## src/rtl/hls_seq_pkg.sv

```systemverilog
// hls_seq_pkg: shared types and helpers for the Bambu run sequencer.
// Holds the FSM state encoding, default widths and the saturating increment
// used by the per-channel latency counters and the run watchdog.
package hls_seq_pkg;

    localparam int NUM_CH_DEF  = 2;
    localparam int CNT_W_DEF   = 32;
    localparam int RUNS_W_DEF  = 16;
    localparam int RST_CYC_DEF = 2;

    typedef enum logic [2:0] {
        S_IDLE,
        S_RST,
        S_START,
        S_WAIT,
        S_RECORD,
        S_END
    } seq_state_t;

    // Increment value by one, sticking at 2^width-1 (width below 64).
    function automatic logic [63:0] sat_inc(input logic [63:0] value, input int unsigned width);
        logic [63:0] limit;
        limit = (width >= 64) ? {64{1'b1}} : ((64'd1 << width) - 64'd1);
        return (value >= limit) ? limit : value + 64'd1;
    endfunction

endpackage

```

## src/rtl/hls_seq_lat_ch.sv

```systemverilog
// hls_seq_lat_ch: latency measurement for one accelerator channel.
// Tracks the pending bit, the running latency counter and the captured value
// of the current run, and keeps the last latency. When HLS_SEQ_STATS_EN is
// defined it also keeps min/max/sum statistics; otherwise those read as 0.
module hls_seq_lat_ch
    import hls_seq_pkg::*;
#(
    parameter int CNT_W  = CNT_W_DEF,
    parameter int RUNS_W = RUNS_W_DEF
) (
    input  logic                     clock,
    input  logic                     reset,
    input  logic                     clear,
    input  logic                     start,
    input  logic                     wait_en,
    input  logic                     record,
    input  logic                     done,
    output logic                     pending,
    output logic [CNT_W-1:0]         lat_last,
    output logic [CNT_W-1:0]         lat_min,
    output logic [CNT_W-1:0]         lat_max,
    output logic [CNT_W+RUNS_W-1:0]  lat_sum
);

    logic             pending_reg;
    logic [CNT_W-1:0] cnt_reg;
    logic [CNT_W-1:0] cap_reg;
    logic [CNT_W-1:0] cnt_next;
    logic [CNT_W-1:0] lat_last_reg;

    assign cnt_next = CNT_W'(sat_inc(64'(cnt_reg), CNT_W));

    // Still waiting after this cycle's done sample: the FSM decides on this.
    assign pending = pending_reg & ~done;

    // Run-time counter: starts at 1 in the start cycle, captures on first done.
    always_ff @(posedge clock) begin
        if (!reset) begin
            pending_reg <= 1'b0;
            cnt_reg     <= '0;
            cap_reg     <= '0;
        end else if (start) begin
            cnt_reg     <= CNT_W'(1);
            pending_reg <= ~done;
            if (done) begin
                cap_reg <= CNT_W'(1);
            end
        end else if (wait_en && pending_reg) begin
            cnt_reg <= cnt_next;
            if (done) begin
                cap_reg     <= cnt_next;
                pending_reg <= 1'b0;
            end
        end else if (clear) begin
            pending_reg <= 1'b0;
        end
    end

    // Last-latency register, loaded once per completed run.
    always_ff @(posedge clock) begin
        if (!reset || clear) begin
            lat_last_reg <= '0;
        end else if (record) begin
            lat_last_reg <= cap_reg;
        end
    end

    assign lat_last = lat_last_reg;

`ifdef HLS_SEQ_STATS_EN
    logic [CNT_W-1:0]        lat_min_reg;
    logic [CNT_W-1:0]        lat_max_reg;
    logic [CNT_W+RUNS_W-1:0] lat_sum_reg;

    // Running min/max/sum over completed runs of the current sequence.
    always_ff @(posedge clock) begin
        if (!reset || clear) begin
            lat_min_reg <= '1;
            lat_max_reg <= '0;
            lat_sum_reg <= '0;
        end else if (record) begin
            if (cap_reg < lat_min_reg) begin
                lat_min_reg <= cap_reg;
            end
            if (cap_reg > lat_max_reg) begin
                lat_max_reg <= cap_reg;
            end
            lat_sum_reg <= lat_sum_reg + (CNT_W+RUNS_W)'(cap_reg);
        end
    end

    assign lat_min = lat_min_reg;
    assign lat_max = lat_max_reg;
    assign lat_sum = lat_sum_reg;
`else
    assign lat_min = '0;
    assign lat_max = '0;
    assign lat_sum = '0;
`endif

endmodule

```

## src/rtl/hls_run_sequencer.sv

```systemverilog
// hls_run_sequencer: drives NUM_CH Bambu accelerators in lockstep through a
// configured number of reset/start/done runs, measuring per-channel latency
// and enforcing a per-run watchdog. Optional statistics (min/max/sum) are
// enabled with the HLS_SEQ_STATS_EN macro.
module hls_run_sequencer
    import hls_seq_pkg::*;
#(
    parameter int NUM_CH  = NUM_CH_DEF,
    parameter int CNT_W   = CNT_W_DEF,
    parameter int RUNS_W  = RUNS_W_DEF,
    parameter int RST_CYC = RST_CYC_DEF,
    localparam int SEL_W  = (NUM_CH > 1) ? $clog2(NUM_CH) : 1
) (
    input  logic                     clock,
    input  logic                     reset,
    input  logic                     go,
    input  logic [RUNS_W-1:0]        cfg_runs,
    input  logic [CNT_W-1:0]         cfg_timeout,
    output logic [NUM_CH-1:0]        acc_reset,
    output logic [NUM_CH-1:0]        acc_start,
    input  logic [NUM_CH-1:0]        acc_done,
    output logic                     busy,
    output logic                     seq_done,
    output logic [NUM_CH-1:0]        timeout_flag,
    output logic [RUNS_W-1:0]        runs_done,
    input  logic [SEL_W-1:0]         ch_sel,
    output logic [CNT_W-1:0]         lat_last,
    output logic [CNT_W-1:0]         lat_min,
    output logic [CNT_W-1:0]         lat_max,
    output logic [CNT_W+RUNS_W-1:0]  lat_sum
);

    localparam int RC_W = (RST_CYC > 1) ? $clog2(RST_CYC) : 1;

    seq_state_t         state_reg;
    logic [RUNS_W-1:0]  runs_cfg_reg;
    logic [RUNS_W-1:0]  runs_done_reg;
    logic [RUNS_W-1:0]  runs_done_next;
    logic [CNT_W-1:0]   timeout_cfg_reg;
    logic [CNT_W-1:0]   wd_cnt_reg;
    logic [CNT_W-1:0]   wd_cnt_next;
    logic [RC_W-1:0]    rst_cnt_reg;
    logic [NUM_CH-1:0]  acc_reset_reg;
    logic [NUM_CH-1:0]  acc_start_reg;
    logic [NUM_CH-1:0]  timeout_flag_reg;
    logic [NUM_CH-1:0]  pending_vec;
    logic               busy_reg;
    logic               seq_done_reg;

    logic               accept;
    logic               ch_start;
    logic               ch_wait;
    logic               ch_record;
    logic               all_done;
    logic               wd_fire;

    logic [CNT_W-1:0]         lat_last_arr [NUM_CH];
    logic [CNT_W-1:0]         lat_min_arr  [NUM_CH];
    logic [CNT_W-1:0]         lat_max_arr  [NUM_CH];
    logic [CNT_W+RUNS_W-1:0]  lat_sum_arr  [NUM_CH];

    assign accept    = (state_reg == S_IDLE) && go;
    assign ch_start  = (state_reg == S_START);
    assign ch_wait   = (state_reg == S_WAIT);
    assign ch_record = (state_reg == S_RECORD);
    assign all_done  = ~|pending_vec;

    // The watchdog count in a wait cycle matches the latency a done would
    // record there (start cycle = 1), so a limit of 1 fires in the first
    // wait cycle just as a limit of 2 does.
    assign wd_cnt_next    = CNT_W'(sat_inc(64'(wd_cnt_reg), CNT_W));
    assign wd_fire        = (timeout_cfg_reg != '0) && (wd_cnt_next >= timeout_cfg_reg);
    assign runs_done_next = runs_done_reg + RUNS_W'(1);

    generate
        for (genvar gi = 0; gi < NUM_CH; gi++) begin : g_ch
            hls_seq_lat_ch #(
                .CNT_W  (CNT_W),
                .RUNS_W (RUNS_W)
            ) u_lat_ch (
                .clock    (clock),
                .reset    (reset),
                .clear    (accept),
                .start    (ch_start),
                .wait_en  (ch_wait),
                .record   (ch_record),
                .done     (acc_done[gi]),
                .pending  (pending_vec[gi]),
                .lat_last (lat_last_arr[gi]),
                .lat_min  (lat_min_arr[gi]),
                .lat_max  (lat_max_arr[gi]),
                .lat_sum  (lat_sum_arr[gi])
            );
        end
    endgenerate

    // Sequencer FSM with registered accelerator controls and status.
    always_ff @(posedge clock) begin
        if (!reset) begin
            state_reg        <= S_IDLE;
            runs_cfg_reg     <= RUNS_W'(1);
            runs_done_reg    <= '0;
            timeout_cfg_reg  <= '0;
            wd_cnt_reg       <= '0;
            rst_cnt_reg      <= '0;
            acc_reset_reg    <= '1;
            acc_start_reg    <= '0;
            timeout_flag_reg <= '0;
            busy_reg         <= 1'b0;
            seq_done_reg     <= 1'b0;
        end else begin
            acc_start_reg <= '0;
            seq_done_reg  <= 1'b0;
            case (state_reg)
                S_IDLE: begin
                    if (go) begin
                        runs_cfg_reg     <= (cfg_runs == '0) ? RUNS_W'(1) : cfg_runs;
                        timeout_cfg_reg  <= cfg_timeout;
                        runs_done_reg    <= '0;
                        timeout_flag_reg <= '0;
                        rst_cnt_reg      <= '0;
                        acc_reset_reg    <= '0;
                        busy_reg         <= 1'b1;
                        state_reg        <= S_RST;
                    end
                end
                S_RST: begin
                    if (rst_cnt_reg == RC_W'(RST_CYC - 1)) begin
                        acc_reset_reg <= '1;
                        acc_start_reg <= '1;
                        state_reg     <= S_START;
                    end else begin
                        rst_cnt_reg <= rst_cnt_reg + RC_W'(1);
                    end
                end
                S_START: begin
                    wd_cnt_reg <= CNT_W'(1);
                    state_reg  <= S_WAIT;
                end
                S_WAIT: begin
                    wd_cnt_reg <= wd_cnt_next;
                    if (all_done) begin
                        state_reg <= S_RECORD;
                    end else if (wd_fire) begin
                        timeout_flag_reg <= timeout_flag_reg | pending_vec;
                        busy_reg         <= 1'b0;
                        seq_done_reg     <= 1'b1;
                        state_reg        <= S_END;
                    end
                end
                S_RECORD: begin
                    runs_done_reg <= runs_done_next;
                    if (runs_done_next == runs_cfg_reg) begin
                        busy_reg     <= 1'b0;
                        seq_done_reg <= 1'b1;
                        state_reg    <= S_END;
                    end else begin
                        rst_cnt_reg   <= '0;
                        acc_reset_reg <= '0;
                        state_reg     <= S_RST;
                    end
                end
                S_END: begin
                    state_reg <= S_IDLE;
                end
                default: begin
                    state_reg <= S_IDLE;
                end
            endcase
        end
    end

    // Statistics read-out mux; out-of-range selects read as zero.
    always_comb begin
        lat_last = '0;
        lat_min  = '0;
        lat_max  = '0;
        lat_sum  = '0;
        if (int'(ch_sel) < NUM_CH) begin
            lat_last = lat_last_arr[ch_sel];
            lat_min  = lat_min_arr[ch_sel];
            lat_max  = lat_max_arr[ch_sel];
            lat_sum  = lat_sum_arr[ch_sel];
        end
    end

    assign acc_reset    = acc_reset_reg;
    assign acc_start    = acc_start_reg;
    assign busy         = busy_reg;
    assign seq_done     = seq_done_reg;
    assign timeout_flag = timeout_flag_reg;
    assign runs_done    = runs_done_reg;

endmodule

```

## config.mk

```make
export PLATFORM = sky130hd
export DESIGN_NAME = hls_run_sequencer
export DESIGN_NICKNAME = d
export VERILOG_FILES = /design/src/rtl/hls_seq_pkg.sv /design/src/rtl/hls_seq_lat_ch.sv /design/src/rtl/hls_run_sequencer.sv
export SDC_FILE = /design/constraint.sdc
export NUM_CORES = 1
export LEC_CHECK = 0
export ABC_AREA = 1
export CELL_PAD_IN_SITES_DETAIL_PLACEMENT = 1
export CELL_PAD_IN_SITES_GLOBAL_PLACEMENT = 1
export CORE_MARGIN = 2
export CORE_UTILIZATION = 40
export DETAILED_ROUTE_END_ITERATION = 8
export GPL_TIMING_DRIVEN = 0
export PLACE_DENSITY_LB_ADDON = 0.1
export SLEW_MARGIN = 30
export SYNTH_ARGS = -nofsm -noshare
export SYNTH_HDL_FRONTEND = slang
export SYNTH_SLANG_ARGS = --single-unit
```

## constraint.sdc

```tcl
create_clock -name clock -period 3.2 [get_ports clock]
set_input_delay 0.64 -clock clock [delete_from_list [all_inputs] [get_ports clock]]
set_output_delay 0.64 -clock clock [all_outputs]
set_load 0.02 [all_outputs]
```

# Word-level counts from Yosys, hierarchy flattened

Cells that the tools add are included.

Flip-flop bits (word level): 302
Input port bits: 54
Output and inout port bits: 168
Word-level logic and storage cells: 148

Add/sub/neg operators: 5
Magnitude comparators: 5
Eq/ne operators: 18
Mux-type cells: 60
Bitwise operators: 7
Reductions and logical operators: 32

Operators with widths:

| cell                                          | number |
|---|---|
| 2-to-1 mux 32 bit                             | 16 |
| adder 32 x 1 -> 32 bit, second input constant | 3 |
| >= comparator 32 bit, second input constant   | 3 |
| 2-to-1 mux 48 bit                             | 2 |
| one-hot mux 32 bit (2 select lines)           | 1 |
| >= comparator 32 bit                          | 1 |
| 2-to-1 mux 16 bit                             | 2 |
| one-hot mux 16 bit (2 select lines)           | 1 |
| nonzero test 32 bit                           | 1 |
| 2-to-1 mux 1 bit                              | 21 |
| inequality test 2 bit, second input constant  | 9 |
| adder 16 x 1 -> 16 bit, second input constant | 1 |
| == test 16 bit                                | 1 |
| logical NOT 16 bit                            | 1 |
| 2-to-1 mux 3 bit                              | 5 |
| one-hot mux 3 bit (5 select lines)            | 1 |
| 2-to-1 mux 2 bit                              | 6 |
| AND reduction 3 bit                           | 4 |
| nonzero test 3 bit                            | 4 |
| AND reduction 2 bit                           | 5 |
| nonzero test 2 bit                            | 5 |
| inequality test 3 bit, second input constant  | 3 |
| AND reduction 4 bit                           | 2 |
| == test 3 x 2 -> 1 bit, second input constant | 2 |
| other kinds (19)                              | 27 |

# Depth between registers and ports, before layout

Gate-level depths: netlist of run 1.

Depth after elaboration: 7
Gate-level depth with buffers: 24
Depth with buffers taken out: 24

# By module

Synthesis of run 1 repeated with hierarchy kept, for this count alone.

Cell total of the unflattened synthesis: 2697
Area total of the unflattened synthesis: 19347.3 um^2

Modules (own cells, without submodules):

| module            | instances | cells an instance | area an instance (um^2) | sequential area each (um^2) |
|---|---|---|---|---|
| hls_seq_lat_ch    | 2         | 781               | 5505.3                  | 1941.9 |
| hls_run_sequencer | 1         | 1135              | 8336.7                  | 2122.0 |

# Least setup slack after synthesis of run 1

Ideal clock, no wire load.

Kind: reg2reg
Start point: reg wd_cnt_reg[2]
End point: reg busy_reg, in the netlist busy
Setup time: 0.112 ns
Arrival time: 2.834 ns
Data required time: 3.088 ns
Setup slack: 0.254 ns
Stages on the path, launching flop included: 23
Path buffers: 0
Clock period less this slack: 2.946 ns
Path through: dfxtp_1 nand3_2 nor2_4 nand2_2 nor3_4 nand3_4 nor2_8 nand2_4 nor2_8 nand2_1 nand2_1 nand3_2 ha_1 nand2_1 nor4_1 and3_1 nand2_1 nand2_1 nand3_1 a21oi_1 nand2_1 nand2_1 nand2_1

Word-level cells in the longest chain between the ends: 6
Elaborated cells between the ends (all ways): 7
Classes of those cells: add/sub: 1; order compare: 2; eq/ne: 1; mux: 1; reduce/logical: 2

Ends and longest elaborated chain:

| what                                                           | RTL line                 | source |
|---|---|---|
| from (decl)                                                    | hls_run_sequencer.sv:40  | `logic [CNT_W-1:0] wd_cnt_reg;` |
| from (signal assigned)                                         | hls_run_sequencer.sv:141 | `wd_cnt_reg <= wd_cnt_next;` |
| adder 32 x 1 -> 32 bit or >= comparator 32 bit (tied branches) | hls_seq_pkg.sv:24        | `return (value >= limit) ? limit : value + 64'd1;` |
| 2-to-1 mux 32 bit *                                            | hls_seq_pkg.sv:24        |  |
| >= comparator 32 bit *                                         | hls_run_sequencer.sv:72  | `assign wd_fire = (timeout_cfg_reg != '0) && (wd_cnt_next >= timeout_cfg_reg);` |
| logical AND 1 bit *                                            | hls_run_sequencer.sv:72  |  |
| inequality test 2 bit (no source line) *                       | --                       |  |
| AND reduction 5 bit (no source line) *                         | --                       |  |
| to (signal assigned)                                           | hls_run_sequencer.sv:109 | `busy_reg <= 1'b0;` |
| to (signal assigned)                                           | hls_run_sequencer.sv:123 | `busy_reg <= 1'b1;` |
| to (signal assigned)                                           | hls_run_sequencer.sv:146 | `busy_reg <= 1'b0;` |
| to (decl)                                                      | hls_run_sequencer.sv:47  | `logic busy_reg;` |

Mark *: on every way between the ends. The rest lies on a longest branch, timed or not.
A chain may end at the register's enable or synchronous reset.

# Final worst setup path of run 1

Start point: reg wd_cnt_reg[6]
End point: reg busy_reg, in the netlist busy

The elaborated chain is that of the path after synthesis.

==> key figures, run 1 <==
Logic synthesis
  – Ys Warns: 0
  – Sequential fraction of the synthesis area: 0.369
  – Post-synth top area share: 0.369
  – Async SR Flop Fraction: 0
  – Cell area after technology mapping: about 16000 um^2
  – Area contributors post-synth: dfxtp_1 (37%), nand2_1 (15%), a21oi_1 (7.0%)
  – Syn Area/Cell: around 7 um^2
  – Area leader, netlist: dfxtp_1
  – Synth cell types: 55
  – Post-synth top cells: nand2_1 (642), dfxtp_1 (300), inv_1 (243), a21oi_1 (228), o21ai_0 (129)
  – Synth Instances: 2331
  – Most numerous cell in the Yosys netlist: nand2_1
  – Ys flop type: dfxtp_1
  – EDFF count, synth: 0
  – Synth Register Bits: 300

Detailed routing
  – Pre-antenna DRT Iters: 5
  – Top Metal Used: met4
  – M1 WL: 25200 um
  – Drt total wl: about 57000 um
  – Drt drc: 0
  – Via Count: 16300
  – Final ANT Viol Nets: 0
  – Post-DR wirelength/cell: 18.0 um
  – Iter 0 DRT Violations: 846
  – Detail Route met3 WL: 2200 um
  – WL met2: 28300 um
  – Vias/cell: 5.12

Critical path
  – Worst Setup End Kind: register
  – Cells along the critical path: inv_2, nor3_1, nand4_1, nor4_2, or2_2, nand3_2, ha_1, nand2_1, nor4_4, and3_4, nand2_4, nand2_8, nand3_4, a21oi_4, nand2_2, nand2_1, nand2_1
  – R2R Path Start: wd_cnt_reg[6]
  – Critical Path Max Stage Delay: 410 ps
  – Slowest stage cell, crit path: dfxtp_1
  – Crit. Startpoint: wd_cnt_reg[6]
  – CP dominant cell by count: nand2_1
  – Required @ worst endpoint: 3650 ps
  – Setup crit start kind: register
  – Kind of critical path: register to register
  – Worst reg-to-reg path cell count: 17
  – Crit Path Max Fanout: 4
  – Critical Path AT: 3780 ps

STA
  – Skew final: between 10 and 15 ps
  – Peak Freq: approximately 0.30 GHz
  – Fin. Hold Viols: 0
  – Worst-Margin Slew: between 800 and 900 ps
  – Min Tclk post-route: between 3000 and 4000 ps
  – RSZ-0062 raised after global routing: true
  – Slew Limit Fails: 0
  – Worst hold margin: 462 ps
  – Fin worst setup slack: -131 ps
  – Final setup fails: 7
  – Slew headroom: 0.462
  – Period utilisation layout: 1.04

Layout
  – Final core utilization: 0.518
  – Synth-to-Final Area Change: 27.0%
  – Total Nets Final: 2720
  – Layout cells sized above 1: 0.172

Worst hold path
  – HP Start: g_ch[0].u_lat_ch.lat_last[25]
  – Hold path cells: 2
  – Hold crit path type: register to register

Floorplan
  – DIE HEIGHT: 206 um
  – Die area: 42300 um^2
  – Starting density of the core: 0.407
  – Die X: 206 um
  – Num rows: between 70 and 80
  – Core box area: 39900 um^2
  – IO Count: roughly 220

Clock tree
  – CTS tree: built
  – Clock sink count: 300
  – Total CTS buffers: 37
  – Clock buffer depth: 3
  – Clk Latency, worst-skew pair: ~550 ps
  – Root Buffer: clkbuf_16
  – Htree depth: 2
  – Worst-path clk slew: 60 ps

Power
  – Clock Power Share: 0.491
  – Sw power: roughly 2.5 mW
  – Worst vdd ir: 0.000316 V
  – Static leakage: 8.78 nW
  – Pwr/cell area: between 400 and 500 nW/um^2
  – Sw Ratio: 0.258
  – Internal power: 7.06 mW
  – Combinational share of power: 0.105
  – Flop pwr share: 0.404

GRT
  – Via count of the first global-routing pass: 16300
  – All-Layer GR Usage: 0.256
  – Pin count of the biggest net entering global routing: 15
  – Total gr overflow: 0
  – Initial antenna violation count: 1
  – First-pass GRT wire length: 85600 um

Placement
  – Buffers added on ports: ~110
  – Detail Placement HPWL: 41700 um
  – Placer congestion estimate: 0.880

Run status
  – Status: complete, but fails checks
  – Failing checks: setup timing

Flow run
  – Max-Cap Viols: 0
## final timing paths
check | endpoint | slack (ps)
setup / recovery | busy | -130
hold / removal | g_ch[0].u_lat_ch.lat_last[25] | 460
setup reg to reg | busy | -130
hold reg to reg | g_ch[0].u_lat_ch.lat_last[25] | 460
## power by group through the flow
stage	clock network [mW]	registers (mW)	logic [mW]
after floorplan	0	3.92	0.615
after global placement	0	3.93	0.891
after detailed placement	0	3.93	0.914
after CTS	4.75	3.85	0.948
after global routing	4.90	3.85	1.09
final	4.67	3.85	0.999
## per-layer routing
layer,vias up,GRT usage
li1,7949,-
met3,100,0.0318
met5,-,0
met1,7870,0.322
met2,368,0.455
met4,0,0.0771
## worst max-delay path, delay by kind of cell (launching register included)
family	cells	cell delay [ps]
and+or+nand+nor	14	2230
DFF	1	410
adders and majority gates	1	320
AOI/OAI and AO/OA	1	150
buffers and inverters	1	100
## cell families after synthesis
logic type                 count (synthesis)  share of synthesized area
and+or+nand+nor                         1049                      0.292
buffers and inverters                    468                      0.137
AOI/OAI and AO/OA                        414                      0.135
DFF                                      300                      0.369
adders and majority gates                 36                     0.0277
muxes                                     32                     0.0222
xor gates and xnor gates                  31                     0.0175
other                                      1                   0.000231
## final cells by class
type,count,area (um^2)
Multi-Input combinational cell,1674,8960
Buffer,207,1250
Clock inverter,14,260
Tap cell,525,657
Sequential cell,300,6030
Fill cell,5174,19300
Antenna cell,1,2.50
Timing Repair Buffer,149,1440
Clock buffer,51,1070
Inverter,261,982
## through the flow
stage	instances	area [um^2]	setup TNS [ps]	total power [mW]	setup slack, ps
after detailed placement	3075	18400	-8280	4.84	-554
after CTS	3154	20000	-588	9.55	-178
after global placement	3075	18400	-6470	4.82	-496
after global routing	3182	20700	-2200	9.84	-386
final	3182	20700	-776	9.52	-131
after floorplan	2442	16700	0	4.54	254
## repair_timing
item | CTS | global route
hold buffers | 0 | 0
pin swaps | 12 | 34
gates cloned | 0 | 1
buffers inserted | 14 | 26
resized for setup | 42 | 93
setup endpoints to repair | 7 | 8
## cell usage in the layout (no fill, tap or decap), drive strengths merged
cell type        n
a211oi          12
a21o             1
a21oi          231
a31oi            4
a41oi            1
and3             1
buf            177
bufinv           7
clkbuf         122
clkdlybuf4s50  108
clkinv           5
clkinvlp         3
conb           112
dfxtp          300
diode            1
ha              36
inv            260
mux2            32
nand2          660
nand3          126
nand3b           1
nand4           46
nor2           132
nor3            51
nor4            18
o211ai           5
o21ai          143
o21bai          10
o22ai            1
o311ai           2
o31ai            2
o32ai            2
or2             14
xnor2            6
xnor3            1
xor2            24
Note: power is estimated with default switching activity, not from simulation.
==> inputs of run 2 (changes only) <==
--- a/config.mk
+++ b/config.mk
@@ -6,11 +6,13 @@
 export NUM_CORES = 1
 export LEC_CHECK = 0
 export ABC_AREA = 1
+export CAP_MARGIN = 20
 export CELL_PAD_IN_SITES_DETAIL_PLACEMENT = 1
 export CELL_PAD_IN_SITES_GLOBAL_PLACEMENT = 1
 export CORE_MARGIN = 2
 export CORE_UTILIZATION = 40
 export DETAILED_ROUTE_END_ITERATION = 8
+export DONT_BUFFER_PORTS = 1
 export GPL_TIMING_DRIVEN = 0
 export PLACE_DENSITY_LB_ADDON = 0.1
 export SLEW_MARGIN = 30
==> key figures, run 2 (synthesized netlist as in run 1, its figures left out) <==
Run status
  – Status: complete, but fails checks
  – Failing checks: setup timing

Worst hold path
  – Hold crit path type: primary input to register

Critical path
  – Slowest stage cell, crit path: dfxtp_1
  – Crit Path Max Fanout: 4 (unchanged)
  – Setup crit start kind: register
  – WP buf/inv: 2 (+1)
  – Worst Setup End Kind: register
  – Worst R2R Setup Slack: -120 ps (about the same)
  – Critical Path AT: 3770 ps (about the same)
  – Top Family by Delay on Critical Path: simple AND/OR/NAND/NOR gates
  – Kind of critical path: register to register
  – CP dominant cell by count: nand2_2
  – Cells along the critical path: nand2_1, nor3_2, nand2_2, nor4_4, buf_4, nand3_4, nor3_4, a21oi_2, ha_1, nand2_2, nor4_4, and3_1, nand2_2, nand2_4, nand2_1, nand2_2, o21ai_0, nand2_1, inv_1
  – Critical Path Max Stage Delay: 430 ps (+20 ps)
  – Required @ worst endpoint: 3650 ps (about the same)

GRT
  – Pin count of the biggest net entering global routing: 14 (-1)
  – Initial antenna violation count: 0 (-1)
  – Total gr overflow: 0 (unchanged)
  – Via count of the first global-routing pass: 15900 (-2.2%)
  – First-pass GRT wire length: 84400 um (-1.4%)
  – All-Layer GR Usage: 0.254 (-0.00182)

Power
  – Internal power: 6.54 mW (-7.3%)
  – Flop pwr share: 0.432 (+0.028)
  – Power, Total: 8.91 mW (-6.3%)
  – Sw power: 2.37 mW (-3.4%)
  – Pwr/cell area: 463 nW/um^2 (+0.58%)
  – Sw Ratio: 0.266 (+0.00804)
  – Static leakage: 8.30 nW (-5.5%)
  – Clock Power Share: 0.469 (-0.022)
  – Combinational share of power: 0.098 (-0.007)
  – Worst vdd ir: 0.000361 V (+14%)

Clock tree
  – Htree depth: 2 (unchanged)
  – CTS tree: built
  – Cts hold-fix bufs: 0 (unchanged)
  – Clock buffer depth: 3 (unchanged)
  – Clk Latency, worst-skew pair: 560 ps (about the same)
  – Root Buffer: clkbuf_16
  – Clock sink count: 300 (unchanged)
  – Worst-path clk slew: 60 ps (about the same)
  – Total CTS buffers: 36 (-2.7%)

Floorplan
  – Num rows: 73 (unchanged)
  – IO Count: 222 (unchanged)
  – Die area: 42300 um^2 (unchanged)
  – Starting density of the core: 0.407 (unchanged)
  – Core box area: 39900 um^2 (unchanged)
  – DIE HEIGHT: 206 um (unchanged)
  – Die X: 206 um (unchanged)

Detailed routing
  – Pre-antenna DRT Iters: 5 (unchanged)
  – Drt drc: 0 (unchanged)
  – Via Count: 15700 (-3.9%)
  – Iter 0 DRT Violations: 640 (-24%)
  – Vias/cell: 5.10 (-0.37%)
  – Drt total wl: 55200 um (-3.4%)
  – Post-DR wirelength/cell: 18.0 um (+0.13%)
  – Final ANT Viol Nets: 0 (unchanged)

STA
  – Period utilisation layout: 1.04 (-0.00268)
  – RSZ-0062 raised after global routing: true
  – Fin. Hold Viols: 0 (unchanged)
  – Slew headroom: 0.378 (-0.0843)
  – Peak Freq: 0.301 GHz (+0.26%)
  – Worst-Margin Slew: 933 ps (+126 ps)
  – Skew final: 21.9 ps (+7.25 ps)
  – Fin worst setup slack: -122 ps (+8.58 ps)
  – Final setup fails: 6 (-1)
  – Slew Limit Fails: 0 (unchanged)
  – Min Tclk post-route: 3320 ps (-8.58 ps)

Layout
  – Synth-to-Final Area Change: 18.3%
  – Most common cell after layout, fill and taps aside: nand2_1
  – Ant. Diodes: 0 (-1)
  – Layout cells sized above 1: 0.172 (-0.000287)
  – Final Instance Area: 19200 um^2 (-6.9%)
  – Total Nets Final: 2607 (-4.2%)
  – Most frequent cells in the layout: nand2_1 (631), dfxtp_1 (287), inv_1 (240), a21oi_1 (224), buf_4 (151)

Flow run
  – Max-Cap Viols: 0 (unchanged)

Placement
  – Buffers added on ports: 0 (-100%)
  – Placed instance area: 17300 um^2 (-5.9%)
  – Placer congestion estimate: 0.878 (-0.22%)
  – Detail Placement HPWL: 41400 um (-0.73%)
run 2: per-stage QoR:
step	setup slack (ps)	setup TNS [ps]	utilization	std cells	hold slack, ps
after detailed placement	-577	-3510	0.434	2967	457
after CTS	-11.2	-17.7	0.473	3050	176
final	-122	-449	0.482	3069	198
after global placement	-498	-2790	0.434	2967	451
after floorplan	254	0	-	2442	439
after global routing	-301	-1570	0.482	3069	186
run 2: cell type report:
type,instances,area (um^2)
Multi-Input combinational cell,1674,8830
Tap cell,525,657
Inverter,261,985
Fill cell,5196,20700
Timing Repair Buffer,38,298
Buffer,206,1240
Clock inverter,9,85.1
Clock buffer,56,1110
Sequential cell,300,6030
run 2: path summary, 6_finish.rpt:
path                                                   start                             to  depth (start not counted)
worst max-delay path                           wd_cnt_reg[7]                   state_reg[1]                         19
worst min-delay path                            cfg_runs[12]               runs_cfg_reg[12]                          2
worst max register to register                 wd_cnt_reg[7]                   state_reg[1]                         19
worst min register to register  g_ch[0].u_lat_ch.cap_reg[31]  g_ch[0].u_lat_ch.lat_last[31]                          2
run 2: repair_timing:
action	CTS	global route
resized for setup	52	52
setup endpoints to repair	7	7
setup buffers	18	20
pin swaps	10	13
gates cloned	0	0
run 2: worst reg2reg max path, cell delays in order (launching register included):
cell and delay, ps:
dfxtp_1 430, nand2_1 150, nor3_2 210, nand2_2 140, nor4_4 250, buf_4 190
nand3_4 80, nor3_4 210, a21oi_2 70, ha_1 300, nand2_2 60, nor4_4 340
and3_1 220, nand2_2 70, nand2_4 90, nand2_1 70, nand2_2 90, o21ai_0 100
nand2_1 80, inv_1 60
run 2: power by group through the flow:
stage / combinational, mW / sequential [mW] / clock (mW)
after floorplan: 0.615 / 3.92 / 0
after global placement: 0.804 / 3.93 / 0
after detailed placement: 0.824 / 3.94 / 0
after CTS: 0.843 / 3.85 / 4.29
after global routing: 0.967 / 3.86 / 4.44
final: 0.878 / 3.85 / 4.18
run 2: layer usage:
layer	share of wire	wire [um]	GRT usage	vias to the layer above
met5	0	0	0	-
met4	0.032	1770	0.0910	0
met3	0.045	2490	0.0382	96
met2	0.48	26600	0.443	294
met1	0.44	24300	0.317	7548
li1	-	-	-	7713
==> inputs of run 3 (changes only) <==
--- a/config.mk
+++ b/config.mk
@@ -10,11 +10,13 @@
 export CELL_PAD_IN_SITES_DETAIL_PLACEMENT = 1
 export CELL_PAD_IN_SITES_GLOBAL_PLACEMENT = 1
 export CORE_MARGIN = 2
-export CORE_UTILIZATION = 40
+export CORE_UTILIZATION = 25
 export DETAILED_ROUTE_END_ITERATION = 8
 export DONT_BUFFER_PORTS = 1
 export GPL_TIMING_DRIVEN = 0
+export MAX_ROUTING_LAYER = met4
 export PLACE_DENSITY_LB_ADDON = 0.1
+export REMOVE_ABC_BUFFERS = 1
 export SLEW_MARGIN = 30
 export SYNTH_ARGS = -nofsm -noshare
 export SYNTH_HDL_FRONTEND = slang
==> key figures, run 3 (synthesized netlist as in run 1, its figures left out) <==
Critical path
  – Critical Path AT: 3720 ps (-50 ps)
  – Worst reg2reg path endpoint: timeout_flag[1]
  – Kind of critical path: register to register
  – Crit. Startpoint: wd_cnt_reg[0]
  – Setup crit start kind: register
  – Cells along the critical path: ha_4, nand3_4, nor3_4, nand2_2, nor4_4, buf_4, nand3_4, nor3_2, a21oi_2, ha_1, nand2_2, nor4_4, and3_4, nand2_4, nand2_8, nand3_4, buf_6, a211oi_1
  – Worst Setup End Kind: register
  – Worst reg-to-reg path cell count: 18 (-1)
  – Required @ worst endpoint: 3680 ps (+30 ps)
  – CP dominant cell by count: nand3_4
  – Crit Path Max Fanout: 4 (unchanged)
  – Slowest stage cell, crit path: dfxtp_4
  – Setup crit end: timeout_flag[1]
  – R2R Path Start: wd_cnt_reg[0]
  – Critical Path Max Stage Delay: 390 ps (-40 ps)
  – Worst R2R Setup Slack: -40 ps (+80 ps)

GRT
  – Pin count of the biggest net entering global routing: 63 (+49)
  – First-pass GRT wire length: 84900 um (+0.65%)
  – Total gr overflow: 0 (unchanged)
  – Initial antenna violation count: 0 (unchanged)
  – All-Layer GR Usage: 0.163 (-0.0915)
  – Via count of the first global-routing pass: 15200 (-4.7%)

Power
  – Combinational share of power: 0.085 (-0.013)
  – Internal power: 6.70 mW (+2.5%)
  – Sw power: 2.51 mW (+5.7%)
  – Clock Power Share: 0.497 (+0.028)
  – Sw Ratio: 0.272 (+0.00614)
  – Pwr/cell area: 476 nW/um^2 (+2.7%)
  – Worst vdd ir: 0.000311 V (-14%)
  – Static leakage: 7.86 nW (-5.3%)
  – Flop pwr share: 0.419 (-0.013)

Clock tree
  – Worst-path clk slew: 60 ps (about the same)
  – Root Buffer: clkbuf_16
  – Htree depth: 2 (unchanged)
  – CTS tree: built
  – Clock buffer depth: 3 (unchanged)
  – Total CTS buffers: 41 (+14%)
  – Clk Latency, worst-skew pair: 590 ps (+30 ps)
  – Clock sink count: 300 (unchanged)

Detailed routing
  – Iter 0 DRT Violations: 557 (-13%)
  – Post-DR wirelength/cell: 16.9 um (-5.8%)
  – Final ANT Viol Nets: 0 (unchanged)
  – Pre-antenna DRT Iters: 4 (-1)
  – Drt drc: 0 (unchanged)
  – Drt total wl: 54700 um (-0.91%)
  – Via Count: 14800 (-5.4%)
  – Vias/cell: 4.59 (-10%)

Run status
  – Failing checks: setup timing
  – Status: complete, but fails checks

STA
  – Skew final: 42.3 ps (+20.4 ps)
  – Final setup fails: 4 (-2)
  – Fin. Hold Viols: 0 (unchanged)
  – Period utilisation layout: 1.01 (-0.0257)
  – Slew headroom: 0.404 (+0.0256)
  – Fin worst setup slack: -39.6 ps (+82.4 ps)
  – Worst-Margin Slew: 894 ps (-39.3 ps)
  – Peak Freq: 0.309 GHz (+2.5%)
  – Min Tclk post-route: 3240 ps (-82.4 ps)
  – Fin Setup TNS: -67.3 ps (+382 ps)
  – Slew Limit Fails: 0 (unchanged)
  – RSZ-0062 raised after global routing: true

Layout
  – Layout cells sized above 1: 0.165 (-0.00701)
  – Ant. Diodes: 0 (unchanged)
  – Post-route insts no fill: 3228 (+5.2%)
  – Fillers: 7873 (+52%)
  – Synth-to-Final Area Change: 19.0%
  – Most frequent cells in the layout: nand2_1 (614), dfxtp_1 (280), inv_1 (231), a21oi_1 (218), o21ai_0 (123)
  – Register Area: 6050 um^2 (+0.27%)
  – Total Nets Final: 2432 (-6.7%)
  – Most common cell after layout, fill and taps aside: nand2_1
  – Area of the multi-input gates: 9220 um^2 (+4.3%)
  – Final core utilization: 0.301 (-0.181)

Floorplan
  – IO Count: 222 (unchanged)
  – Die area: 67100 um^2 (+59%)
  – Num rows: 93 (+27%)
  – Core box area: 64300 um^2 (+61%)
  – Starting density of the core: 0.253 (-0.155)
  – Die X: 259 um (+26%)
  – DIE HEIGHT: 259 um (+26%)

Placement
  – Detail Placement HPWL: 38100 um (-8.0%)
  – Placer congestion estimate: 0.783 (-11%)
  – DP Cell Count: 3098 (+4.4%)
  – Buffers added on ports: 0 (unchanged)

Flow run
  – Max-Cap Viols: 0 (unchanged)

Worst hold path
  – Hold crit path type: primary input to register
==> run 3: changes by cell type in the layout (fill, tap and decap cells not counted), moves of 8 or more <==
cell,change
buf_6,+8
nand2_4,+10
buf_2,-13
buf_4,-111
nor2_4,+11
inv_1,-9
nand2_1,-17
clkbuf_1,-62
==> run 3: what timing repair did <==
| item | CTS | global route |
|---|---|---|
| pin swaps | 34 | 42 |
| gates resized for setup | 90 | 106 |
| buffers inserted | 27 | 25 |
| cloned | 3 | 1 |
| hold buffers | 0 | 0 |
| setup endpoints to repair | 133 | 45 |
==> run 3: worst min-delay path by stage <==
stage                                        startpoint                             to  slack [ps]  cells after the start
after floorplan                         runs_cfg_reg[1]                runs_cfg_reg[1]         440                      2
after global placement    g_ch[0].u_lat_ch.lat_last[14]  g_ch[0].u_lat_ch.lat_last[14]         450                      2
after detailed placement  g_ch[1].u_lat_ch.lat_last[15]  g_ch[1].u_lat_ch.lat_last[15]         460                      2
after CTS                                         reset                   acc_reset[0]         110                      1
after global routing                              reset                   acc_reset[0]         140                      1
final                                             reset                   acc_reset[0]         160                      1
==> run 3: per-layer routing <==
layer	vias up	GRT usage	part of all wire
li1	7366	-	-
met1	7185	0.210	0.47
met2	190	0.264	0.47
met3	72	0.0281	0.039
met4	0	0.0409	0.021
met5	-	-	0
==> run 3: power groups by stage <==
| stage | Combinational [mW] | Clock [mW] | Sequential [mW] |
|---|---|---|---|
| floorplan | 0.471 | 0 | 3.93 |
| global placement | 0.663 | 0 | 3.94 |
| detailed placement | 0.700 | 0 | 3.94 |
| CTS | 0.760 | 4.78 | 3.86 |
| global route | 0.878 | 4.91 | 3.86 |
| finish | 0.781 | 4.57 | 3.86 |
==> run 3: area by class of cell <==
cell class,instances,area share
clock buffer,66,0.0630
inverter,261,0.0518
sequential,300,0.313
multi-input combinational,1676,0.476
clock inverter,8,0.00582
timing repair inverter,1,0.000388
tap,855,0.0553
timing repair buffer,61,0.0350
==> run 3: worst max-delay path, delay by kind of cell, from the launching register on <==
kind | cells | cell delay [ps]
flip-flops | 1 | 390
adder cells (fa/ha/maj) | 2 | 450
AND/OR/NAND/NOR | 12 | 1710
buffers and inverters | 2 | 330
AO/OA/AOI/OAI | 2 | 250
==> run 3: stage by stage <==
stage | instance area [um^2] | total power [mW] | setup WS (ps) | hold slack (ps)
2_1_floorplan | 15400 | 4.40 | -1450 | 439
3_5_place_dp | 16800 | 4.64 | -1220 | 457
4_1_cts | 18700 | 9.39 | -181 | 114
5_1_grt | 19400 | 9.65 | -261 | 137
3_3_place_gp | 16500 | 4.60 | -5450 | 450
6_report | 19400 | 9.21 | -39.6 | 158
